===== src/rtl/orn_accum.sv =====
// N-channel masked OR/NOR with a burst accumulate mode and a one-deep registered output.
// A pass beat emits one cycle after acceptance; an accumulate burst emits only on its last beat.
module orn_accum #(
    parameter int W  = 8,
    parameter int N  = 4,
    parameter int CW = 4
) (
    input  logic           clk,
    input  logic           rstn,
    input  logic           in_valid,
    output logic           in_ready,
    input  logic [N*W-1:0] x,
    input  logic [N-1:0]   ch_en,
    input  logic           inv,
    input  logic           acc,
    input  logic           in_last,
    output logic           out_valid,
    input  logic           out_ready,
    output logic [W-1:0]   z,
    output logic           z_any,
    output logic [CW-1:0]  beats
);

    typedef enum logic {
        IDLE = 1'b0,
        ACC  = 1'b1
    } state_t;

    state_t          state;
    state_t          state_nxt;
    logic            accept;
    logic            consume;
    logic            emit;
    logic            start_burst;
    logic            add_beat;
    logic            inv_sel;
    logic            inv_l;
    logic [W-1:0]    r;
    logic [W-1:0]    t;
    logic [W-1:0]    acc_reg;
    logic [CW-1:0]   cnt;
    logic [CW-1:0]   cnt_inc;
    logic [CW-1:0]   beats_nxt;

    assign in_ready = !out_valid || out_ready;
    assign accept   = in_valid && in_ready;
    assign consume  = out_valid && out_ready;
    assign cnt_inc  = (cnt == '1) ? cnt : cnt + 1'b1;

    always_comb begin
        r = '0;
        for (int unsigned k = 0; k < N; k++) begin
            if (ch_en[k]) begin
                r = r | x[k*W +: W];
            end
        end
    end

    always_ff @(posedge clk or negedge rstn) begin
        if (!rstn) begin
            state <= IDLE;
        end else begin
            state <= state_nxt;
        end
    end

    always_comb begin
        state_nxt = state;
        case (state)
            IDLE: if (accept && acc && !in_last) state_nxt = ACC;
            ACC:  if (accept && in_last)         state_nxt = IDLE;
            default: state_nxt = IDLE;
        endcase
    end

    // In ACC the live inv/acc inputs are never selected, so X there cannot reach the outputs.
    always_comb begin
        start_burst = 1'b0;
        add_beat    = 1'b0;
        emit        = 1'b0;
        t           = r;
        inv_sel     = inv;
        beats_nxt   = CW'(1);
        case (state)
            IDLE: begin
                if (accept) begin
                    if (acc && !in_last) start_burst = 1'b1;
                    else                 emit        = 1'b1;
                end
            end
            ACC: begin
                t         = acc_reg | r;
                inv_sel   = inv_l;
                beats_nxt = cnt_inc;
                if (accept) begin
                    if (in_last) emit     = 1'b1;
                    else         add_beat = 1'b1;
                end
            end
            default: ;
        endcase
    end

    always_ff @(posedge clk or negedge rstn) begin
        if (!rstn) begin
            acc_reg <= '0;
            cnt     <= '0;
            inv_l   <= 1'b0;
        end else if (start_burst) begin
            acc_reg <= r;
            cnt     <= CW'(1);
            inv_l   <= inv;
        end else if (add_beat) begin
            acc_reg <= t;
            cnt     <= cnt_inc;
        end else if (emit) begin
            acc_reg <= '0;
            cnt     <= '0;
        end
    end

    // Emit wins over consume so a result can be replaced in the same cycle without a bubble.
    always_ff @(posedge clk or negedge rstn) begin
        if (!rstn) begin
            out_valid <= 1'b0;
            z         <= '0;
            z_any     <= 1'b0;
            beats     <= '0;
        end else if (emit) begin
            out_valid <= 1'b1;
            z         <= inv_sel ? ~t : t;
            z_any     <= |t;
            beats     <= beats_nxt;
        end else if (consume) begin
            out_valid <= 1'b0;
        end
    end

endmodule


===== config.mk =====
export PLATFORM = sky130hd
export DESIGN_NAME = orn_accum
export DESIGN_NICKNAME = d
export VERILOG_FILES = /design/src/rtl/orn_accum.sv
export SDC_FILE = /design/constraint.sdc
export NUM_CORES = 1
export LEC_CHECK = 0
export CORE_UTILIZATION = 49
export CTS_BUF_LIST = sky130_fd_sc_hd__clkbuf_8
export DETAILED_ROUTE_END_ITERATION = 16
export GPL_TIMING_DRIVEN = 0
export PLACE_DENSITY = 0.87
export SYNTH_ARGS = -nofsm -noshare
export SYNTH_HDL_FRONTEND = slang
export SYNTH_SLANG_ARGS = --single-unit

===== constraint.sdc =====
create_clock -name clk -period 2.48 [get_ports clk]
set_clock_uncertainty 0.2 [all_clocks]
set_input_delay 0.496 -clock clk [delete_from_list [all_inputs] [get_ports clk]]
set_output_delay 0.496 -clock clk [all_outputs]
set_load 0.005 [all_outputs]

==> metrics.cfg <==
[outcome]
status=finished clean

[logic_synthesis]
synth.distinct_cells=37
syn-cell-area_sq_um=1582
ys_seq_area_share_pct=44.30
synthSimpleGateAreaFrac_pct=17.88
synth_edf_count=0
async_flop_share_pct=100.0
synthXorXnorAreaFrac_pct=4.984
syn_inst=163
synth_ff_type=dfrtp_1
synthAdderAreaFrac_pct=0.7911
avgSynthCellArea_sq_um=9.703
synthMuxAreaShare_pct=3.006
yosysWarnings=0
ys_ff_latch=28
syn-num-nets=207
synth_compound_area_share_pct=23.42
synth_top_family_by_area=compound AO/OA/AOI/OAI gates

[sta]
post-route-worst-setup-slack_ns=0.08549
rsz0062_at_grt=no
hold_viol=0
max_slew_margin_pct=58.76
tightestPinTransition_ns=0.6186
period_share_pct=96.55
finalSetupViolations=0
fin_tns_setup_ns=0
max_clock_freq_mhz=417.6
finalCriticalPeriod_ns=2.395
slew_violations=0

[routing]
viasPerCell=5.708
first_pass_iters=4
vias=1507
drc_errors=0
wirelength_mm=4.179
drt.antenna.violating_nets=0
drt_iter0_drc=47
wl_per_cell_um=15.83

[clocking]
cts_resized=0
htreeDepth=1
cts_root_buffer=clkbuf_8
tritoncts=yes
holdBufCountCts=0
cts_inserted_buffers=3
cts_buffer_depth=2
clk_pin_slew_ns=0.10
clock_sinks=28
post_cts_buffers=0
clk_latency_ns=0.28

[final_layout]
antenna_cells=0
syn_to_final_growth_pct=41.22
fillers=241
drive_gt1_share_pct=13.64
final_nets=265
layout_common_cells=clkdlybuf4s50_1 (52), nand2_1 (31), dfrtp_1 (28)
final_area_sq_um=2233
layout_commonest_cell=clkdlybuf4s50_1
final_util_pct=73.16

[floorplanning]
start_util_pct=51.80
io_pins=58
fp.dieW_um=58.81
die_h_um=58.81
num_rows=20
die_area_sq_um=3459
core_sq_um=3053

[global_routing]
grt_pass1_vias=1462
grt_pass1_wl_mm=6.706
grt_max_degree=29
antenna_found_initial=0
grt_usage_pct=25.92
grt.overflow.total=0

[setup_path]
path_buf_inv=3
ff2ff_path_depth=5
path_class=input port to primary output
reg2reg_to=cnt[0]
reg2reg_slack_ns=0.74
cp_num_cells=4
cp-start-kind=input port
worstPathMaxFanout=7
crit_top_cell=clkdlybuf4s50_1
arrival_ns=1.70
critical_path.top_delay_family=buffers and inverters
path_cells=clkdlybuf4s50_1 > nand2b_1 > buf_4 > clkdlybuf4s50_1
cp_slowest_cell=clkdlybuf4s50_1
end_kind=primary output
required_ns=1.78
r2r-start=cnt[0]
max_stage_delay_ns=0.52

[run]
maxCapViolCount=0

[place]
dp_hpwl_mm=3.234
port_buffers=53
place_ws_ns=0.09088
placed_area_sq_um=2167
gp_congestion=0.8864

[power]
power.leakage_uw=0.0009529
irDropWorstVdd_v=0.0003422
p_per_area_nw_per_um2=670.5

[worst_hold_path]
hold_path.class=input port to async pin

-- final cells by class --
| class | count | area (sq um) | area share (%) |
|---|---|---|---|
| multi-input cells | 121 | 792.0 | 35.46 |
| clock buffers | 3 | 41.29 | 1.849 |
| clock inverters | 1 | 30.03 | 1.345 |
| well taps | 44 | 55.05 | 2.465 |
| plain buffers | 10 | 73.82 | 3.305 |
| flip-flops and latches | 28 | 700.7 | 31.37 |
| inverters | 4 | 15.01 | 0.6723 |
| repair buffers | 53 | 525.5 | 23.53 |
-- report_power, final --
part | internal [uW] | switching (uW)
registers | 550 | 60.0
logic | 288 | 235
clock network | 216 | 148
total | 1050 | 443
-- worst max-delay path by stage --
| stage | start | to | slack, ns |
|---|---|---|---|
| after floorplan | out_ready | inv_l | 0.77 |
| after global placement | out_ready | in_ready | 0.11 |
| after detailed placement | out_ready | in_ready | 0.09 |
| after CTS | out_ready | in_ready | 0.09 |
| after global routing | out_ready | in_ready | 0.05 |
| final | out_ready | in_ready | 0.09 |
-- cells in the mapped netlist, types with 3 or more instances --
cell type	instances	share of area [%]
nand2_1	31	7.4
dfrtp_1	28	44
a22oi_1	12	5.7
nand3_1	10	3.2
o21ai_1	10	3.2
a22o_1	9	5.0
xor2_1	8	4.4
nor2_1	6	1.4
buf_2	5	1.6
a22oi_2	4	3.2
inv_1	4	0.95
a21oi_1	3	0.95
buf_6	3	2.1
nand2b_1	3	1.2
nand3_2	3	1.9
-- per-stage QoR --
step	std cells	total power, uW	hold slack (ns)
after floorplan	163	880.7	0.0004090
after global placement	260	1109	0.2710
after detailed placement	260	1138	0.2748
after CTS	264	1499	0.2969
after global routing	264	1573	0.06248
final	264	1498	0.01629
-- per-layer routing --
layer	global-route usage, %	wire [um]
met4	10.88	76
met1	32.86	1757
met2	45.13	2160
met3	2.418	185
met5	0	0
-- kinds of logic after synthesis --
family                   count (synthesis)
buffers and inverters                   14
XOR/XNOR                                 9
multiplexers                             3
AO/OA/AOI/OAI                           48
adder cells (fa/ha/maj)                  1
flip-flops                              28
AND/OR/NAND/NOR                         60
Note: power is estimated with default switching activity, not from simulation.
